--- src/rtl/sim_bus_pkg.sv ---
// Shared types for the simulation-side bus initiator.
package sim_bus_pkg;

   // Command captured on the command port and driven onto the host bus.
   typedef struct packed {
      logic        we;
      logic [31:0] addr;
      logic [3:0]  be;
      logic [31:0] wdata;
   } sim_bus_cmd_t;

   // Response handed back on the response port.
   typedef struct packed {
      logic        we;
      logic [31:0] rdata;
      logic        err;
   } sim_bus_rsp_t;

   // IDLE: free to take a command; REQ: holding a request until granted.
   typedef enum logic {
      IDLE = 1'b0,
      REQ  = 1'b1
   } sim_bus_state_e;

   // Word-align a byte address by clearing the two low bits.
   function automatic logic [31:0] word_addr(input logic [31:0] byte_addr);
      return byte_addr & ~32'h0000_0003;
   endfunction

endpackage

--- src/rtl/sim_bus_rsp_fifo.sv ---
// In-order response buffer. A tag queue remembers the write flag of each
// granted transaction until its rvalid arrives; the response queue then
// holds completed responses until consumed. Both queues shift toward
// slot 0, so the head is always a plain register.
module sim_bus_rsp_fifo
   import sim_bus_pkg::*;
#(
   parameter int unsigned Depth = 2,
   parameter int unsigned CW    = $clog2(Depth + 1)
) (
   input  logic          clk_i,
   input  logic          rst_ni,
   input  logic          tag_push_i,
   input  logic          tag_we_i,
   input  logic          push_i,
   input  logic [31:0]   rdata_i,
   input  logic          err_i,
   input  logic          pop_i,
   output sim_bus_rsp_t  head_o,
   output logic [CW-1:0] count_o,
   output logic [CW-1:0] outstanding_o
);

   logic         tag_reg [Depth];
   logic         tag_next [Depth];
   logic [CW-1:0] tag_cnt_reg, tag_cnt_next;
   logic [CW-1:0] tag_wr_idx;

   sim_bus_rsp_t mem_reg [Depth];
   sim_bus_rsp_t mem_next [Depth];
   logic [CW-1:0] cnt_reg, cnt_next;
   logic [CW-1:0] mem_wr_idx;
   sim_bus_rsp_t  rsp_new;

   // A completed response consumes the oldest tag; writes report zero data.
   assign rsp_new = '{we: tag_reg[0], rdata: (tag_reg[0] ? 32'h0 : rdata_i), err: err_i};

   // Tag queue next state: shift out on response, append on grant.
   always_comb begin
      tag_next   = tag_reg;
      tag_wr_idx = tag_cnt_reg - CW'(push_i);
      if (push_i) begin
         for (int i = 0; i < int'(Depth) - 1; i++) begin
            tag_next[i] = tag_reg[i + 1];
         end
         tag_next[Depth - 1] = 1'b0;
      end
      if (tag_push_i) begin
         for (int i = 0; i < int'(Depth); i++) begin
            if (CW'(i) == tag_wr_idx) begin
               tag_next[i] = tag_we_i;
            end
         end
      end
      tag_cnt_next = tag_cnt_reg + CW'(tag_push_i) - CW'(push_i);
   end

   // Response queue next state: shift out on pop, append on response.
   always_comb begin
      mem_next   = mem_reg;
      mem_wr_idx = cnt_reg - CW'(pop_i);
      if (pop_i) begin
         for (int i = 0; i < int'(Depth) - 1; i++) begin
            mem_next[i] = mem_reg[i + 1];
         end
         mem_next[Depth - 1] = '0;
      end
      if (push_i) begin
         for (int i = 0; i < int'(Depth); i++) begin
            if (CW'(i) == mem_wr_idx) begin
               mem_next[i] = rsp_new;
            end
         end
      end
      cnt_next = cnt_reg + CW'(push_i) - CW'(pop_i);
   end

   // Storage and occupancy registers for both queues.
   always_ff @(posedge clk_i or negedge rst_ni) begin
      if (!rst_ni) begin
         for (int i = 0; i < int'(Depth); i++) begin
            tag_reg[i] <= 1'b0;
            mem_reg[i] <= '0;
         end
         tag_cnt_reg <= '0;
         cnt_reg     <= '0;
      end else begin
         tag_reg     <= tag_next;
         mem_reg     <= mem_next;
         tag_cnt_reg <= tag_cnt_next;
         cnt_reg     <= cnt_next;
      end
   end

   assign head_o        = mem_reg[0];
   assign count_o       = cnt_reg;
   assign outstanding_o = tag_cnt_reg;

endmodule

--- src/rtl/sim_bus_host.sv ---
// Bus initiator: turns valid/ready word commands into req/gnt/rvalid host
// bus transactions and returns responses in order. Credit for a response
// slot is taken before a command is accepted, so the buffer never overflows.
module sim_bus_host
   import sim_bus_pkg::*;
#(
   parameter int unsigned RspDepth = 2
) (
   input  logic        clk_i,
   input  logic        rst_ni,
   input  logic        cmd_valid_i,
   output logic        cmd_ready_o,
   input  logic        cmd_we_i,
   input  logic [31:0] cmd_addr_i,
   input  logic [3:0]  cmd_be_i,
   input  logic [31:0] cmd_wdata_i,
   output logic        host_req_o,
   input  logic        host_gnt_i,
   output logic        host_we_o,
   output logic [3:0]  host_be_o,
   output logic [31:0] host_addr_o,
   output logic [31:0] host_wdata_o,
   input  logic        host_rvalid_i,
   input  logic [31:0] host_rdata_i,
   input  logic        host_err_i,
   output logic        rsp_valid_o,
   input  logic        rsp_ready_i,
   output logic        rsp_we_o,
   output logic [31:0] rsp_rdata_o,
   output logic        rsp_err_o,
   output logic        proto_err_o,
   output logic        idle_o
);

   localparam int unsigned CW = $clog2(RspDepth + 1);

   sim_bus_state_e state_reg, state_next;
   sim_bus_cmd_t   cmd_reg;
   logic           proto_err_reg;
   logic [CW-1:0]  outstanding;
   logic [CW-1:0]  fifo_count;
   logic [CW+1:0]  inflight;
   logic           accept;
   logic           grant;
   logic           rsp_push;
   logic           rsp_pop;
   sim_bus_rsp_t   head;

   // Everything that holds a response slot: pending request, awaiting rvalid, buffered.
   assign inflight = {{(CW + 1){1'b0}}, (state_reg == REQ)}
                   + {2'b00, outstanding}
                   + {2'b00, fifo_count};

   assign accept   = cmd_valid_i && cmd_ready_o;
   assign grant    = (state_reg == REQ) && host_gnt_i;
   assign rsp_push = host_rvalid_i && (outstanding != '0);
   assign rsp_pop  = rsp_valid_o && rsp_ready_i;

   // FSM state register.
   always_ff @(posedge clk_i or negedge rst_ni) begin
      if (!rst_ni) begin
         state_reg <= IDLE;
      end else begin
         state_reg <= state_next;
      end
   end

   // FSM next state: enter REQ on accept, return to IDLE on grant.
   always_comb begin
      state_next = state_reg;
      case (state_reg)
         IDLE: if (accept) state_next = REQ;
         REQ:  if (host_gnt_i) state_next = IDLE;
         default: state_next = IDLE;
      endcase
   end

   // FSM outputs, derived from registered state only.
   always_comb begin
      host_req_o  = (state_reg == REQ);
      cmd_ready_o = (state_reg == IDLE) && (inflight < (CW + 2)'(RspDepth));
      rsp_valid_o = (fifo_count != '0);
      idle_o      = (inflight == '0);
   end

   // Capture the bus fields on accept; they stay stable through the request.
   always_ff @(posedge clk_i or negedge rst_ni) begin
      if (!rst_ni) begin
         cmd_reg <= '0;
      end else if (accept) begin
         cmd_reg <= '{we: cmd_we_i, addr: word_addr(cmd_addr_i), be: cmd_be_i, wdata: cmd_wdata_i};
      end
   end

   // Sticky flag for an rvalid that no granted transaction is waiting for.
   always_ff @(posedge clk_i or negedge rst_ni) begin
      if (!rst_ni) begin
         proto_err_reg <= 1'b0;
      end else if (host_rvalid_i && (outstanding == '0)) begin
         proto_err_reg <= 1'b1;
      end
   end

   sim_bus_rsp_fifo #(
      .Depth (RspDepth),
      .CW    (CW)
   ) u_rsp_fifo (
      .clk_i         (clk_i),
      .rst_ni        (rst_ni),
      .tag_push_i    (grant),
      .tag_we_i      (cmd_reg.we),
      .push_i        (rsp_push),
      .rdata_i       (host_rdata_i),
      .err_i         (host_err_i),
      .pop_i         (rsp_pop),
      .head_o        (head),
      .count_o       (fifo_count),
      .outstanding_o (outstanding)
   );

   assign host_we_o    = cmd_reg.we;
   assign host_be_o    = cmd_reg.be;
   assign host_addr_o  = cmd_reg.addr;
   assign host_wdata_o = cmd_reg.wdata;

   assign rsp_we_o    = head.we;
   assign rsp_rdata_o = head.rdata;
   assign rsp_err_o   = head.err;
   assign proto_err_o = proto_err_reg;

endmodule
--- config.mk ---
export PLATFORM = sky130hd
export DESIGN_NAME = sim_bus_host
export DESIGN_NICKNAME = d
export VERILOG_FILES = /design/src/rtl/sim_bus_pkg.sv /design/src/rtl/sim_bus_rsp_fifo.sv /design/src/rtl/sim_bus_host.sv
export SDC_FILE = /design/constraint.sdc
export NUM_CORES = 1
export LEC_CHECK = 0
export BUFFER_PORTS_ARGS = -buffer_cell sky130_fd_sc_hd__buf_4
export CORE_MARGIN = 5
export CORE_UTILIZATION = 45
export DETAILED_ROUTE_END_ITERATION = 7
export GPL_ROUTABILITY_DRIVEN = 0
export PLACE_DENSITY_LB_ADDON = 0.1
export SLEW_MARGIN = 0
export SYNTH_ARGS = -nofsm -noshare
export SYNTH_HDL_FRONTEND = slang
export SYNTH_SLANG_ARGS = --single-unit
export TNS_END_PERCENT = 20
--- constraint.sdc ---
create_clock -name clk_i -period 2.1 [get_ports clk_i]
set_input_delay 0.21 -clock clk_i [delete_from_list [all_inputs] [get_ports clk_i]]
set_output_delay 0.21 -clock clk_i [all_outputs]
set_load 0.01 [all_outputs]
# Yosys cells after proc, flatten, opt, wreduce, memory -nomap -nowiden

Index checks and enable logic that the tools add are counted.

Register bits: 143
Bits in latches: 0
RAM bits: 0
Memory bits (read-only): 0
Output and inout port bits: 108
Word-level logic and storage cells: 52
Memories: 0

$add $sub $neg: 8
Multiply operators: 0
Divide/modulo/power cells: 0
Magnitude comparators: 1
Equality and inequality tests: 2
Shifts and indexed selects: 0
Mux-type cells: 12
Bitwise operators: 1
Reductions and logical operators: 12

Operators by type and width:

| kind                 | count |
|---|---|
| $mux W68             | 2 |
| $mux W34             | 2 |
| $mux W32             | 1 |
| $sub A2 B1 Y2        | 4 |
| $logic_and A1 B1 Y1  | 6 |
| $logic_not A2 Y1     | 3 |
| $add A2 B1 Y2        | 2 |
| $add A3 B2 Y4        | 1 |
| $eq A1 B2 Y1 const A | 2 |
| $logic_not A4 Y1     | 1 |
| $lt A4 B2 Y1 const B | 1 |
| $mux W1              | 4 |
| $mux W2              | 2 |
| $reduce_bool A2 Y1   | 2 |
| $add A1 B2 Y3        | 1 |
| $pmux W1 S2          | 1 |
| $not A1 Y1           | 1 |

# Longest topological paths before layout

Depth in word-level cells: 7
Mapped depth: 10
Gate-level depth less buffers: 6

# Hierarchy

Synthesis repeated with hierarchy kept, for this count alone.

Cell total of the unflattened synthesis: 516
Area total of the unflattened synthesis: 6513.7 um^2

By module, submodules not included:

| module           | times used | cells an instance | area an instance (um^2) |
|---|---|---|---|
| sim_bus_rsp_fifo | 1          | 353               | 3757.4 |
| sim_bus_host     | 1          | 163               | 2756.4 |

# Least setup slack after synthesis

No wires, ideal clock.

Path kind: reg2reg
From: register state_reg (netlist: host_req_o)
To: register cmd_reg (netlist bit host_wdata_o[15])
Arrival time: 2.256 ns
Data required time: 1.975 ns
Slack: -0.281 ns
Cell stages (with the launch flop): 9
Buffers on the path: 2
Period minus slack after synthesis: 2.381 ns
Path through: dfrtp_1 fa_1 inv_1 fa_1 and3b_1 nand2_2 buf_6 buf_6 mux2_2

Longest elaborated chain between the ends: 5
Elaborated cells on any way between the ends: 6
Classes of those cells: 2 x add/sub; 1 x order compare; 1 x bitwise; 2 x reduce/logical

RTL lines:

| what                    | line               | text |
|---|---|---|
| start, declared         | sim_bus_host.sv:37 | `sim_bus_state_e state_reg, state_next;` |
| start signal, assigned  | sim_bus_host.sv:64 | `state_reg <= state_next;` |
| $add A1 B2 Y3           | sim_bus_host.sv:51 | `+ {2'b00, outstanding}` |
| $add A3 B2 Y4           | sim_bus_host.sv:52 | `+ {2'b00, fifo_count};` |
| $lt A4 B2 Y1            | sim_bus_host.sv:81 | `cmd_ready_o = (state_reg == IDLE) && (inflight < (CW + 2)'(RspDepth));` |
| $logic_and A1 B1 Y1 (*) | sim_bus_host.sv:81 |  |
| named net cmd_ready_o   | sim_bus_host.sv:12 | `output logic cmd_ready_o,` |
| $logic_and A1 B1 Y1 (*) | sim_bus_host.sv:54 | `assign accept = cmd_valid_i && cmd_ready_o;` |
| end signal, assigned    | sim_bus_host.sv:91 | `cmd_reg <= '{we: cmd_we_i, addr: word_addr(cmd_addr_i), be: cmd_be_i, wdata: cmd_wdata_i};` |
| end, declared           | sim_bus_host.sv:38 | `sim_bus_cmd_t cmd_reg;` |

Mark *: on every way through the listed nets, which the timed path passes. The rest lies on a longest branch.
A chain may end at the register's enable or synchronous reset.

# Final worst setup path

From: register state_reg (netlist: host_req_o)
To: register cmd_reg (netlist bit host_wdata_o[17])

Longest elaborated chain between the ends: 5
Elaborated cells on any way between the ends: 6
Classes of those cells: 2 x add/sub; 1 x order compare; 1 x bitwise; 2 x reduce/logical

RTL lines:

| what                    | line |
|---|---|
| $add A1 B2 Y3           | sim_bus_host.sv:51 |
| $add A3 B2 Y4           | sim_bus_host.sv:52 |
| $lt A4 B2 Y1            | sim_bus_host.sv:81 |
| $logic_and A1 B1 Y1 (*) | sim_bus_host.sv:81 |
| $logic_and A1 B1 Y1 (*) | sim_bus_host.sv:54 |

Every way passes the cells marked *; elsewhere a longest branch is shown, timed or not.

==> out/qor.yml <==
drive_gt1_frac: 0.4964
grt_max_degree: 69
arrival_ns: 2.63
antenna_left: 0
grt_pass1_vias: 4682
antenna_cells: 0
grt_use_total: 0.1867
critPathMaxStageDelay_ns: 0.42
synth_area_leaders: "dfrtp_1 57%, mux2i_1 17%, mux2_2 12%"
wire_per_inst_microns: 17.86
r2r_start: "host_req_o"
period_share: 1.111
cp.buffers_inverters: 2
failed_checks: "negative setup slack"
hold_start: "cmd_wdata_i[29]"
portBuffers: 211
synthesis.area_sq_mm: 0.006319
finalCriticalPeriod_ns: 2.333
start_util: 0.4570
clk-insertion-delay-late_ns: 0.41
grt_antenna_before_repair: 0
cts_setup_buffers: 0
clock_path_buffers: 2
startpoint_type: "register"
cts_buffers: 17
outcome: "complete, but fails checks"
routed_wl_mm: 15.56
crit_family: "adder cells"
rows: 43
cp_slowest_cell: "dfrtp_2"
setup_ws_ns: -0.2333
max_freq_mhz: 428.6
endpoint_kind: "register"
min_path_cells: 2
drv_cap: 0
rsz0062_at_grt: "true"
core_area_sq_mm: 0.01383
slew_violations: 0
drc: 0
peakVddDrop_mv: 1.003
yosysSeqAreaShare: 0.5663
fin_tns_setup_ns: -13.60
drtPass1Iterations: 4
fin_skew_ns: 0.007446
viasPerCell: 4.867
critPathKind: "register to register"
r2r-end: "host_wdata_o[17]"
holdWs_ns: 0.02253
r2r_cells: 7
powerDensity_mw_per_mm2: 1691
synth_area_leader_cell: "dfrtp_1"
cp_cell_sequence: "fa_2, inv_2, fa_1, and3b_2, nand2_4, clkbuf_16, mux2_4"
vias: 4239
clock-sinks: 143
syn_avg_cell_area_sq_um: 13.19
die_y_microns: 128.5
cts_tree: "done"
synth_warnings: 0
holdPathEnd: "host_wdata_o[29]"
synth-seq-cells: 143
htree_levels: 4
clock-root-buffer: "clkbuf_16"
gr-total-overflow: 0
hp-class: "primary input to register"
die-area_sq_mm: 0.01651
final-hold-violation-count: 0
nets: 792
path_max_fanout: 7
leakage_uw: 0.004725
report.power.total_uw: 15300
grt_first_pass_wirelength_mm: 24.21
dieWidth_microns: 128.5
synth_cells: 479
ios: 216
clk_pin_slew_ns: 0.06
place_hpwl_mm: 10.52
area_growth_pct: 43.15
synthDistinctLibCells: 24
regToRegSetupSlack_ns: -0.23
drt_iter0_drc: 191
setup_violations: 69
required_ns: 2.40
synth_top_area_frac: 0.5663
pre_cts_ws_ns: -0.3054
[area by class of cell]
class,instances,area [sq um]
clock buffer,23,488.0
clock inverter,9,131.4
fill,1018,4782
inverter,13,48.80
multi-input combinational,266,2559
sequential,143,3580
tap,180,225.2
timing repair buffer,237,2013
[stage by stage]
stage / cells / util / cell area (sq um)
after floorplan: 480 / - / 6406
after detailed placement: 829 / 0.5811 / 8035
after global placement: 829 / 0.5811 / 8035
after global routing: 871 / 0.6541 / 9045
after CTS: 865 / 0.6375 / 8815
final: 871 / 0.6541 / 9045
[worst max path at each step]
stage                             endpoint  slack (ns)  cells past startpoint                   from
final                     host_wdata_o[17]       -0.23                      7             host_req_o
after global routing           cmd_ready_o       -0.31                      5             host_req_o
after CTS                      cmd_ready_o       -0.25                      5             host_req_o
after detailed placement   host_addr_o[12]       -0.31                      7  u_rsp_fifo.count_o[0]
after global placement     host_addr_o[22]       -0.26                      7  u_rsp_fifo.count_o[0]
after floorplan           host_wdata_o[15]       -0.22                      8  u_rsp_fifo.count_o[0]
[cells in the final DEF (no fill, tap or decap), types with 3 or more instances in the layout]
cell type	count
dfrtp_1	142
mux2i_1	105
buf_12	8
clkbuf_8	4
mux2_2	5
bufinv_16	3
inv_1	11
clkinvlp_4	3
clkbuf_16	21
buf_4	216
mux2_4	62
nand2_1	69
ha_1	4
buf_6	5
[repair_timing]
action | CTS | global route
hold buffers | 2 | 0
endpoints found under the setup margin | 69 | 89
endpoints found under the hold margin | 30 | 0
gates resized for setup | 23 | 28
gates cloned | 2 | 6
pin swaps | 4 | 3
[synthesized netlist by cell type (all sizes together)]
cell      n
xor2      2
fa        2
ha        4
o21ai     3
nor2      1
mux2i   105
nor3      2
nand2    70
inv      12
conb      1
a31o      1
and3b     1
clkinv    1
buf      54
mux2     67
and2      1
dfrtp   143
xnor2     2
clkbuf    5
nand3     2
[layer usage]
metal  wire, microns  global-route usage  part of all wire
met1            6206              0.2244              0.40
met2            7631              0.2991              0.49
met3            1527             0.08717             0.098
met4             190             0.06115             0.012
met5               0                   0                 0
[cells by family (layout without fill, tap and decap cells)]
| family | count (synthesis) | count (layout) | synth area share |
|---|---|---|---|
| buffers and inverters | 72 | 282 | 0.07445 |
| and+or+nand+nor | 77 | 78 | 0.04812 |
| adders and majority gates | 6 | 6 | 0.01426 |
| other | 1 | 2 | 0.0005935 |
| muxes | 172 | 172 | 0.2857 |
| xor gates and xnor gates | 4 | 4 | 0.005546 |
| AOI/OAI and AO/OA | 4 | 4 | 0.004950 |
| DFF | 143 | 143 | 0.5663 |
[where the power goes]
part | switching (uW) | internal [uW] | total, uW | leakage [uW]
sequential | 735 | 4060 | 4790 | 0.00180
clock | 1120 | 1990 | 3120 | 0.000295
combinational | 3120 | 4270 | 7390 | 0.00263
total | 4980 | 10300 | 15300 | 0.00472
Note: power is estimated with default switching activity, not from simulation.
